$ cat src/rtl/tile_frame_renderer.sv
// -----------------------------------------------------------------------------
// tile_frame_renderer
//
// Row/lane tile renderer that drives a VGA adapter's pixel-write port.
// A frame starts when draw_go is sampled in IDLE. The renderer snapshots one
// lane code per row together with a vertical scroll offset. It then walks the
// rows top to bottom. For each row it first erases the tile drawn in the
// previous frame, using the stored lane and offset. It then draws the new tile.
// Each pixel takes one clock cycle.
//
// Optional build macro:
//   TILE_BORDER_EN  - when defined, DRAW pixels on the tile's outer ring use
//                     BORDER_COLOR and interior pixels use TILE_COLOR. When it
//                     is undefined, every DRAW pixel uses TILE_COLOR. Timing is
//                     identical in both builds.
//
// Ports:
//   clock      in   rising-edge system clock
//   reset      in   asynchronous, active-high reset
//   draw_go    in   start a frame (sampled only while idle)
//   row_lanes  in   row r lane code at [r*LANE_W +: LANE_W], row 0 = top;
//                   a code >= LANES marks the row as empty
//   offset     in   vertical scroll added to every row's y
//   busy       out  high from the cycle after draw_go is sampled until frame end
//   done       out  one-cycle pulse when a frame has completed
//   vga_en     out  pixel write strobe qualifying x/y/color
//   x, y       out  pixel coordinate
//   color      out  pixel colour
// -----------------------------------------------------------------------------
module tile_frame_renderer #(
    parameter int          N_ROWS       = 6,
    parameter int          LANES        = 4,
    parameter int          LANE_W       = 3,
    parameter int          TILE_W       = 80,
    parameter int          TILE_H       = 40,
    parameter int          X0           = 0,
    parameter int          SCREEN_H     = 240,
    parameter int          OFF_W        = 6,
    parameter logic [2:0]  TILE_COLOR   = 3'b000,
    parameter logic [2:0]  BG_COLOR     = 3'b111,
    parameter logic [2:0]  BORDER_COLOR = 3'b100
) (
    input  logic                       clock,
    input  logic                       reset,
    input  logic                       draw_go,
    input  logic [N_ROWS*LANE_W-1:0]   row_lanes,
    input  logic [OFF_W-1:0]           offset,
    output logic                       busy,
    output logic                       done,
    output logic                       vga_en,
    output logic [8:0]                 x,
    output logic [7:0]                 y,
    output logic [2:0]                 color
);

    localparam int RW  = (N_ROWS > 1) ? $clog2(N_ROWS) : 1;
    localparam int DXW = (TILE_W > 1) ? $clog2(TILE_W) : 1;
    localparam int DYW = (TILE_H > 1) ? $clog2(TILE_H) : 1;

    typedef enum logic [2:0] {
        S_IDLE,
        S_LATCH,
        S_ERASE,
        S_DRAW,
        S_NEXT,
        S_DONE
    } state_t;

    state_t                      state_reg;
    logic [RW-1:0]               row_reg;
    logic [DXW-1:0]              dx_reg;
    logic [DYW-1:0]              dy_reg;
    logic [N_ROWS*LANE_W-1:0]    cur_lanes_reg;
    logic [OFF_W-1:0]            cur_off_reg;
    logic [N_ROWS*LANE_W-1:0]    prev_lanes_reg;
    logic [OFF_W-1:0]            prev_off_reg;

    // Per-row views of the latched and stored lane codes.
    logic [LANE_W-1:0]           cur_lane  [N_ROWS];
    logic [LANE_W-1:0]           prev_lane [N_ROWS];
    logic [N_ROWS-1:0]           cur_empty;
    logic [N_ROWS-1:0]           prev_empty;

    genvar gi;
    generate
        for (gi = 0; gi < N_ROWS; gi++) begin : g_row
            assign cur_lane[gi]   = cur_lanes_reg[gi*LANE_W +: LANE_W];
            assign prev_lane[gi]  = prev_lanes_reg[gi*LANE_W +: LANE_W];
            assign cur_empty[gi]  = (32'(cur_lane[gi])  >= LANES);
            assign prev_empty[gi] = (32'(prev_lane[gi]) >= LANES);
        end
    endgenerate

    // While in LATCH the row-0 entry decision must use the live input, because
    // cur_lanes_reg is only loaded at the end of that cycle.
    logic in_row0_empty;
    assign in_row0_empty = (32'(row_lanes[LANE_W-1:0]) >= LANES);

    // Pixel address datapath. ERASE uses the previous frame's lane and offset.
    // DRAW uses the current frame's lane and offset.
    logic [LANE_W-1:0] sel_lane;
    logic [OFF_W-1:0]  sel_off;
    logic [9:0]        px;
    logic [9:0]        py;
    logic              on_screen;
    logic              dx_last;
    logic              dy_last;
    logic              tile_end;
    logic              row_last;
    logic [RW-1:0]     row_inc;
    logic [2:0]        draw_color;

    always_comb begin
        sel_lane = cur_lane[row_reg];
        sel_off  = cur_off_reg;
        if (state_reg == S_ERASE) begin
            sel_lane = prev_lane[row_reg];
            sel_off  = prev_off_reg;
        end
    end

    assign px        = 10'(X0) + 10'(sel_lane) * 10'(TILE_W) + 10'(dx_reg);
    assign py        = 10'(row_reg) * 10'(TILE_H) + 10'(sel_off) + 10'(dy_reg);
    assign on_screen = (py < 10'(SCREEN_H));
    assign dx_last   = (dx_reg == DXW'(TILE_W - 1));
    assign dy_last   = (dy_reg == DYW'(TILE_H - 1));
    assign tile_end  = dx_last && dy_last;
    assign row_last  = (row_reg == RW'(N_ROWS - 1));
    assign row_inc   = row_reg + 1'b1;

`ifdef TILE_BORDER_EN
    logic on_border;
    assign on_border  = (dx_reg == '0) || dx_last || (dy_reg == '0) || dy_last;
    assign draw_color = on_border ? BORDER_COLOR : TILE_COLOR;
`else
    assign draw_color = TILE_COLOR;
`endif

    // First state used for a row. An empty erase or draw phase costs no
    // cycles, so this decision jumps straight past the phases that are skipped.
    function automatic state_t row_entry(input logic p_empty, input logic c_empty);
        if (!p_empty) begin
            return S_ERASE;
        end else if (!c_empty) begin
            return S_DRAW;
        end else begin
            return S_NEXT;
        end
    endfunction

    always_ff @(posedge clock or posedge reset) begin
        if (reset) begin
            state_reg      <= S_IDLE;
            row_reg        <= '0;
            dx_reg         <= '0;
            dy_reg         <= '0;
            cur_lanes_reg  <= {N_ROWS{LANE_W'(LANES)}};
            cur_off_reg    <= '0;
            prev_lanes_reg <= {N_ROWS{LANE_W'(LANES)}};
            prev_off_reg   <= '0;
            busy           <= 1'b0;
            done           <= 1'b0;
            vga_en         <= 1'b0;
            x              <= '0;
            y              <= '0;
            color          <= '0;
        end else begin
            done   <= 1'b0;
            vga_en <= 1'b0;
            case (state_reg)
                S_IDLE: begin
                    if (draw_go) begin
                        state_reg <= S_LATCH;
                        busy      <= 1'b1;
                    end
                end

                S_LATCH: begin
                    cur_lanes_reg <= row_lanes;
                    cur_off_reg   <= offset;
                    row_reg       <= '0;
                    dx_reg        <= '0;
                    dy_reg        <= '0;
                    state_reg     <= row_entry(prev_empty[0], in_row0_empty);
                end

                S_ERASE, S_DRAW: begin
                    // Clipped pixels still take their cycle. x/y/color hold.
                    vga_en <= on_screen;
                    if (on_screen) begin
                        x     <= 9'(px);
                        y     <= 8'(py);
                        color <= (state_reg == S_ERASE) ? BG_COLOR : draw_color;
                    end
                    // dx is the inner counter and dy is the outer counter.
                    if (dx_last) begin
                        dx_reg <= '0;
                        if (dy_last) begin
                            dy_reg <= '0;
                        end else begin
                            dy_reg <= dy_reg + 1'b1;
                        end
                    end else begin
                        dx_reg <= dx_reg + 1'b1;
                    end
                    if (tile_end) begin
                        if (state_reg == S_ERASE && !cur_empty[row_reg]) begin
                            state_reg <= S_DRAW;
                        end else begin
                            state_reg <= S_NEXT;
                        end
                    end
                end

                S_NEXT: begin
                    if (row_last) begin
                        state_reg <= S_DONE;
                    end else begin
                        row_reg   <= row_inc;
                        state_reg <= row_entry(prev_empty[row_inc], cur_empty[row_inc]);
                    end
                end

                S_DONE: begin
                    done           <= 1'b1;
                    busy           <= 1'b0;
                    prev_lanes_reg <= cur_lanes_reg;
                    prev_off_reg   <= cur_off_reg;
                    state_reg      <= S_IDLE;
                end

                default: begin
                    state_reg <= S_IDLE;
                end
            endcase
        end
    end

endmodule
$ cat config.mk
export PLATFORM = sky130hd
export DESIGN_NAME = tile_frame_renderer
export DESIGN_NICKNAME = d
export VERILOG_FILES = /design/src/rtl/tile_frame_renderer.sv
export SDC_FILE = /design/constraint.sdc
export NUM_CORES = 1
export LEC_CHECK = 0
export ABC_AREA = 1
export BUFFER_PORTS_ARGS = -buffer_cell sky130_fd_sc_hd__buf_2
export CORE_MARGIN = 4
export CORE_UTILIZATION = 55
export CTS_CLUSTER_SIZE = 25
export DETAILED_ROUTE_END_ITERATION = 7
export PLACE_DENSITY = 0.77
export SYNTH_ARGS = -nofsm -noshare
export SYNTH_HDL_FRONTEND = slang
export SYNTH_SLANG_ARGS = --single-unit
$ cat constraint.sdc
create_clock -name clock -period 3.85 [get_ports clock]
set_clock_uncertainty 0.05 [all_clocks]
set_input_delay 0.9625 -clock clock [delete_from_list [all_inputs] [get_ports clock]]
set_output_delay 0.9625 -clock clock [all_outputs]
set_load 0.005 [all_outputs]
==> impl_metrics.env <==
export IMPL_status="complete, no violations"
export IMPL_wl_per_cell_um=13.4
export IMPL_grt_pass1_wl_um=18500
export IMPL_rsz0062_at_grt="false"
export IMPL_start_util=0.569
export IMPL_synth_top_family_by_area="simple AND/OR/NAND/NOR gates"
export IMPL_hold_slack_ps=430
export IMPL_dieWidth_um=103
export IMPL_grt_overflow_total=0
export IMPL_power_mw=1.63
export IMPL_layout_nets=752
export IMPL_routed_wl_um=10900
export IMPL_ys_async_sr_fraction=1.00
export IMPL_synth_xor_area_frac=0.0141
export IMPL_drtPass1Iterations=5
export IMPL_num_vias=4299
export IMPL_synth_area_mux_share=0
export IMPL_yosys_warnings=0
export IMPL_crit_type="flip-flop to flip-flop"
export IMPL_insertion_delay_ps=370
export IMPL_die_y_um=103
export IMPL_cts_clk_slew_worst_paths_ps=80
export IMPL_numPortBuffers=49
export IMPL_antenna_found_initial=0
export IMPL_synth_compound_area_frac=0.115
export IMPL_ys_flop_type="dfrtp_1"
export IMPL_dr_first_iter_drc_count=304
export IMPL_hpwl_um=7890
export IMPL_setup_viol=0
export IMPL_cts_sinks=88
export IMPL_vias_per_cell=5.29
export IMPL_min_delay_start="y[2]"
export IMPL_core_mm2=0.00876
export IMPL_ys_types=36
export IMPL_startpoint="state_reg[1]"
export IMPL_numCtsBuffers=9
export IMPL_hold_class="flip-flop to flip-flop"
export IMPL_crit_required_ps=4110
export IMPL_grt_max_degree=49
export IMPL_grt_pass1_vias=4085
export IMPL_maxCapViolations=0
export IMPL_r2r_start="state_reg[1]"
export IMPL_synth_seq_area_share=0.445
export IMPL_cts_tree="done"
export IMPL_hold_viol_final=0
export IMPL_fin_area_mm2=0.00558
export IMPL_yosys_area_share_adder=0.0728
export IMPL_synthTopCellsByArea="dfrtp_1 38%, nand2_1 18%, o21ai_0 6.6%"
export IMPL_synth_largest_area_cell="dfrtp_1"
export IMPL_powerDensity_mw_per_mm2=292
export IMPL_drive_gt1_frac=0.165
export IMPL_root_buffer="clkbuf_8"
export IMPL_endpoint_kind="flip-flop"
export IMPL_min_period_over_period=0.922
export IMPL_fin_setup_tns_ps=0
export IMPL_worstSetupStartpointType="flip-flop"
export IMPL_gp_congestion=0.882
export IMPL_synth_commonest_cells="237 x nand2_1, 77 x inv_1, 76 x dfrtp_1"
export IMPL_pin_count=50
export IMPL_n_antenna_cell=0
export IMPL_place_area_mm2=0.00532
export IMPL_syn2layout_area_growth_pct=11.8
export IMPL_rows=34
export IMPL_cts_htree_levels=3
export IMPL_relSlewSlack=0.518
export IMPL_synth_edf_count=0
export IMPL_cts_buffer_depth=2
export IMPL_ant_nets=0
export IMPL_cp_max_fo=19
export IMPL_syn_avg_cell_area_um2=7.71
export IMPL_syn_inst=647
export IMPL_slew_violations=0
export IMPL_cp_arrival_ps=3810
export IMPL_period_needed_ps=3550
export IMPL_fmax_ghz=0.282
export IMPL_worst_slew_pin_slew_ps=722
export IMPL_synth_top_area_frac=0.381
export IMPL_r2r_setup_slack_ps=300
export IMPL_synth_most_common_cell="nand2_1"
export IMPL_leakage_nw=3.01
export IMPL_vdd_drop_max_v=0.000262
export IMPL_dieArea_mm2=0.0107
export IMPL_track_usage=0.220
export IMPL_yosys_area_share_simple=0.263
export IMPL_drc=0
export IMPL_syn_nets=700
export IMPL_yosys_register_bits=88
export IMPL_synth_area_mm2=0.00499
power breakdown:
part           switching, mW  internal, mW
combinational         0.0249        0.0129
sequential          0.000285         0.925
clock                  0.330         0.337
total                  0.355          1.27
routing by layer:
metal / GRT usage / up-vias / routed length [µm]
li1: - / 2140 / -
met1: 0.300 / 2005 / 5030
met2: 0.355 / 135 / 5010
met3: 0.0449 / 19 / 635
met4: 0.0677 / 0 / 212
met5: 0 / - / 0
logic make-up (layout without fill, tap and decap cells):
| kind of cell | after synthesis | in the layout |
|---|---|---|
| adders and majority gates | 26 | 26 |
| DFF | 88 | 88 |
| buffers and inverters | 108 | 165 |
| xor gates and xnor gates | 8 | 8 |
| AOI/OAI and AO/OA | 105 | 105 |
| and+or+nand+nor | 312 | 312 |
cell usage in the layout (no fill, tap or decap), types with 2 or more instances in the layout:
master	synthesis	routed
nand4_1	3	3
inv_1	77	75
nor3_1	4	3
nand3_1	31	31
nand3b_1	2	2
buf_2	5	50
dfstp_2	12	12
clkinvlp_4	0	4
xor2_1	5	5
nand2_1	237	237
a21oi_1	22	22
o211ai_1	6	6
nand2_2	4	3
clkbuf_8	0	11
o21ai_1	4	4
nor3_4	2	2
buf_4	6	10
fa_1	5	5
nor2_1	24	24
inv_2	10	10
ha_1	21	21
xnor2_1	3	3
dfrtp_1	76	76
o21ai_0	66	66
nor2_4	2	2
per-stage QoR:
| step | util | setup WS (ps) | std cells |
|---|---|---|---|
| 6_report | 0.636 | 300 | 812 |
| 5_1_grt | 0.636 | 8.65 | 812 |
| 4_1_cts | 0.631 | 209 | 807 |
| 3_5_place_dp | 0.607 | 236 | 791 |
| 3_3_place_gp | 0.607 | 313 | 791 |
| 2_1_floorplan | - | 579 | 647 |
cell type report:
cell class / instances / area, µm²
Sequential cell: 88 / 2220
Clock buffer: 12 / 155
Inverter: 88 / 339
Multi-Input combinational cell: 451 / 2330
Tap cell: 108 / 135
Timing Repair Buffer: 61 / 345
Fill cell: 804 / 3190
Clock inverter: 4 / 53.8
path summary, 6_finish.rpt:
path / end / cells past startpoint
max: y[2] / 18
min: y[2] / 2
max reg2reg: y[2] / 18
min reg2reg: y[2] / 2
max in group asynchronous: cur_lanes_reg[2] / 3
min in group asynchronous: cur_off_reg[3] / 2
worst max-delay path, stage by stage, from the launching register on:
cell and delay (ps):
dfrtp_1 440, inv_2 100, nor3_4 360, clkinvlp_4 160
buf_4 180, nand2_1 60, o21ai_0 110, fa_1 520
inv_1 40, ha_1 360, a21oi_2 210, nor2_1 50
nor2_1 130, nand2_1 70, nand2_1 110, nand3_4 110
nor2_8 260, nand2_1 100, nand2_1 70
timing repair:
item                                   in CTS  in global routing
setup buffers                               0                  5
hold buffers                                0                  0
setup endpoints to repair                   0                 18
endpoints found under the hold margin       0                  0
resized for setup                           0                  3
(Power assumes the default switching activity.)
